**config.mk**
```make
export PLATFORM = sky130hd
export DESIGN_NAME = counter_mod
export DESIGN_NICKNAME = d
export VERILOG_FILES = /design/src/rtl/counter_mod.sv
export SDC_FILE = /design/constraint.sdc
export NUM_CORES = 1
export LEC_CHECK = 0
export BUFFER_PORTS_ARGS = -buffer_cell sky130_fd_sc_hd__buf_2
export CAP_MARGIN = 40
export CORE_AREA = 2 2 39 41
export CTS_CLUSTER_SIZE = 12
export DETAILED_ROUTE_END_ITERATION = 10
export DIE_AREA = 0 0 41 43
export GPL_TIMING_DRIVEN = 0
export PLACE_DENSITY = 0.7
export SYNTH_ARGS = -nofsm -noshare
export SYNTH_HDL_FRONTEND = slang
export SYNTH_SLANG_ARGS = --single-unit
```
**constraint.sdc**
```tcl
create_clock -name clk -period 4.3 [get_ports clk]
set_clock_uncertainty 0.15 [all_clocks]
set_input_delay 0.215 -clock clk [delete_from_list [all_inputs] [get_ports clk]]
set_output_delay 0.215 -clock clk [all_outputs]
set_load 0.05 [all_outputs]
```
**src/rtl/counter_mod.sv**
```systemverilog
// Parametrised modulo up/down counter with prescaler, clear, load,
// registered terminal-count pulse and sticky wrap flag.
module counter_mod #(
    parameter int WIDTH    = 4,
    parameter int MODULUS  = 10,
    parameter int PRESCALE = 1
) (
    input  logic             clk,
    input  logic             reset,
    input  logic             en,
    input  logic             up,
    input  logic             clr,
    input  logic             load,
    input  logic [WIDTH-1:0] load_val,
    input  logic             ovf_clr,
    output logic [WIDTH-1:0] count,
    output logic             tc,
    output logic             ovf
);

    localparam int PW = (PRESCALE > 1) ? $clog2(PRESCALE) : 1;
    localparam logic [WIDTH-1:0] MAX    = WIDTH'(MODULUS - 1);
    localparam logic [PW-1:0]    PS_MAX = PW'(PRESCALE - 1);

    logic [PW-1:0]    psc;
    logic             step;
    logic             wrap;
    logic [WIDTH-1:0] next_count;
    logic [WIDTH-1:0] load_clamped;

    // Wrap is detected by comparison, so MODULUS = 2^WIDTH never overflows.
    always_comb begin
        step         = en && (psc == PS_MAX);
        wrap         = 1'b0;
        next_count   = count;
        load_clamped = (load_val > MAX) ? MAX : load_val;
        if (step) begin
            if (up) begin
                wrap       = (count == MAX);
                next_count = wrap ? '0 : count + WIDTH'(1);
            end else begin
                wrap       = (count == '0);
                next_count = wrap ? MAX : count - WIDTH'(1);
            end
        end
    end

    always_ff @(posedge clk or negedge reset) begin
        if (!reset) begin
            count <= '0;
            psc   <= '0;
            tc    <= 1'b0;
            ovf   <= 1'b0;
        end else if (clr) begin
            count <= '0;
            psc   <= '0;
            tc    <= 1'b0;
            ovf   <= 1'b0;
        end else if (load) begin
            count <= load_clamped;
            psc   <= '0;
            tc    <= 1'b0;
            if (ovf_clr)
                ovf <= 1'b0;
        end else begin
            count <= next_count;
            tc    <= wrap;
            if (en)
                psc <= step ? '0 : psc + PW'(1);
            // A wrap on the same edge as ovf_clr keeps the flag set.
            if (wrap)
                ovf <= 1'b1;
            else if (ovf_clr)
                ovf <= 1'b0;
        end
    end

endmodule

```
==> run metrics <==
status=completed; CTS Buf Count=3; period utilisation layout=a little over two fifths; layout cells sized above 1=26.97%; Clock Latency Late Sink=0.25 ns; die area=roughly 1800 um^2; share of power burned in registers=37.6%; top cells by area, synth=dfrtp_1 30%, ha_1 6.4%, nor2b_1 5.3%; Post-DP HPWL=1024 um; asr flop ratio synth=100.0%; CP max stage delay=0.47 ns; Startpoint Class=register; Switching Fraction=34.97%; cells along the critical path=inv_1, ha_1, nor2b_1, nor4_2, a31oi_1, a2111oi_2; met1 GRT Util=27.15%; I/O pins=17; row cnt=14; Die Span X=41 um; Final min period=1.853 ns; Seq/Total Area, Yosys=29.79%; PwrDens=273.4 nW/um^2; Psw=between 0.00006 and 0.00007 W; Starting Density=42.50%; Vias/cell=5.752; synth cell count leaders=7 x dfrtp_1, 7 x nor2_1, 5 x nor2b_1, 5 x o21ai_0, 4 x a21oi_1; synthesized instance count=between 60 and 70; Lkg Pwr=between 0.3 and 0.4 nW; Routed WL=1312 um; area occupied by multi-input gates=between 300 and 400 um^2; GRT busiest layer=met2; Yosys cell types=33; post-synth design cell area=588.1 um^2; via count=604; Hold Vio Cnt, Final=0; met3 GRT Util=6.806%; routed len/inst=12.50 um; Clock Pin Slew Worst Setup and Hold Paths=about 0.050 ns; port buffer count=15; first-pass GRT wire length=between 2000 and 2500 um; Setup TNS=0 ns; Clk pwr share=29.9%; GRT met2 Usage=27.19%; postcts setup bufs=0; P_int=0.0001279 W; fin. max-slew vios=0; Hold Path Class=input pin to register; drt drc=0; number of flops mapped to enable cells by yosys=0; Finished Cell Area=719.4 um^2; final net count=104; DR pass1 iterations=4; Setup CP Type=register to register; Longest Clk Path Bufs=2; aggregate global-route resource usage=18.95%; CTS sink count=7; Antenna Cells=0; CP bufs+invs=1; net count after synthesis=83; area leader, netlist=dfrtp_1; die height=43 um; register-to-register setup slack=~2.4 ns; Most used DFF post-synth=dfrtp_1; synthesis-stage register bit count=7; Max VDD drop=0.0002194 V; Rel. slew slack=72.63%; Combinational Power Share=32.5%; Yosys top cell area share=between 20% and 30%; Area growth syn-to-layout=22.34%; largest net degree at the start of global routing=11; cts hold-fix bufs=1; Fillers=136; Slowest cell on crit path=dfrtp_1; Synth Warn #=0; Area after DPL=683.2 um^2; GR Overflow Total=0; # Max-Cap Violations=0; CP max FO=8; routability-driven placement congestion ratio=0.8234; Peak Freq=approximately 540 MHz; CP arrival=1.84 ns; initial antenna violation count=0; Top Family by Delay on Critical Path=flip-flops; crit end category=register; DRT antenna net count=0; CTS root buffer=clkbuf_4; Worst-Margin Slew=0.4105 ns; Final setup viols=0; core area=1384 um^2; H-tree Lvls=1; post-CTS sizing=0; synthesized area per cell=8.523 um^2; WP data required=between 4 and 5 ns; RSZ-0062 raised after global routing=false; flip-flop and latch area=around 180 um^2; vias in the first global route=547; CTS tree=built; DR iter-0 viols=15
registers in the layout (all words and copies together) (netlist names):
signal,flops
ovf,1
psc,1
tc,1
count,4
final cells by class:
class,instances,area share (%)
flip-flops and latches,7,24.35
multi-input cells,55,52.35
well taps,16,2.783
clock buffers,4,3.652
inverters,3,1.565
plain buffers,4,3.478
repair buffers,16,11.83
worst paths after layout:
| kind | startpoint | to | cells after the start |
|---|---|---|---|
| min | en | psc | 2 |
| max | count[1] | count[3] | 6 |
| min reg2reg | ovf | ovf | 1 |
| max in group asynchronous | reset | ovf | 2 |
| min in group asynchronous | reset | count[3] | 2 |
| max reg2reg | count[1] | count[3] | 6 |
power groups by stage:
stage	clock (W)	sequential, W	combinational (W)
floorplan	0	0.0000864	0.0000333
global placement	0	0.0000750	0.0000623
detailed placement	0	0.0000750	0.0000629
CTS	0.0000613	0.0000739	0.0000639
global route	0.0000673	0.0000745	0.0000717
finish	0.0000588	0.0000739	0.0000640
placed cells by master (no fill, tap or decap), types with 2 or more instances in the layout:
cell type / count
nand2b_1: 2
a211oi_1: 2
dfrtp_1: 7
o21ai_0: 5
ha_1: 3
clkbuf_1: 2
clkbuf_4: 3
nand3b_1: 3
a31oi_1: 2
inv_1: 3
nor2_1: 7
nand2_1: 2
nor2b_1: 5
a21oi_1: 4
o2bb2ai_1: 2
buf_2: 17
and2_1: 2
layer usage:
metal  vias to the layer above  part of all wire, %
li1                        298                    -
met3                         2                  6.3
met1                       283                   45
met2                        21                   48
met5                         -                    0
met4                         0                 0.91
cell families after synthesis:
logic type | Yosys count | synth area share, %
fa+ha+maj | 3 | 6.384
buf+inv | 7 | 6.169
simple gates | 31 | 33.19
flops | 7 | 29.79
compound gates | 21 | 24.47
metrics by stage:
step	hold slack (ns)	total power, W	setup slack (ns)	utilization [%]	instances
6_report	0.01213	0.0001967	2.447	51.99	105
5_1_grt	0.01166	0.0002136	2.305	51.99	105
4_1_cts	0.006936	0.0001991	2.445	51.99	105
3_5_place_dp	-0.09677	0.0001379	2.459	49.37	100
3_3_place_gp	-0.09788	0.0001373	2.466	49.37	100
2_1_floorplan	-0.2306	0.0001197	2.256	-	69
No activity file was read; power rests on OpenSTA's default activity.
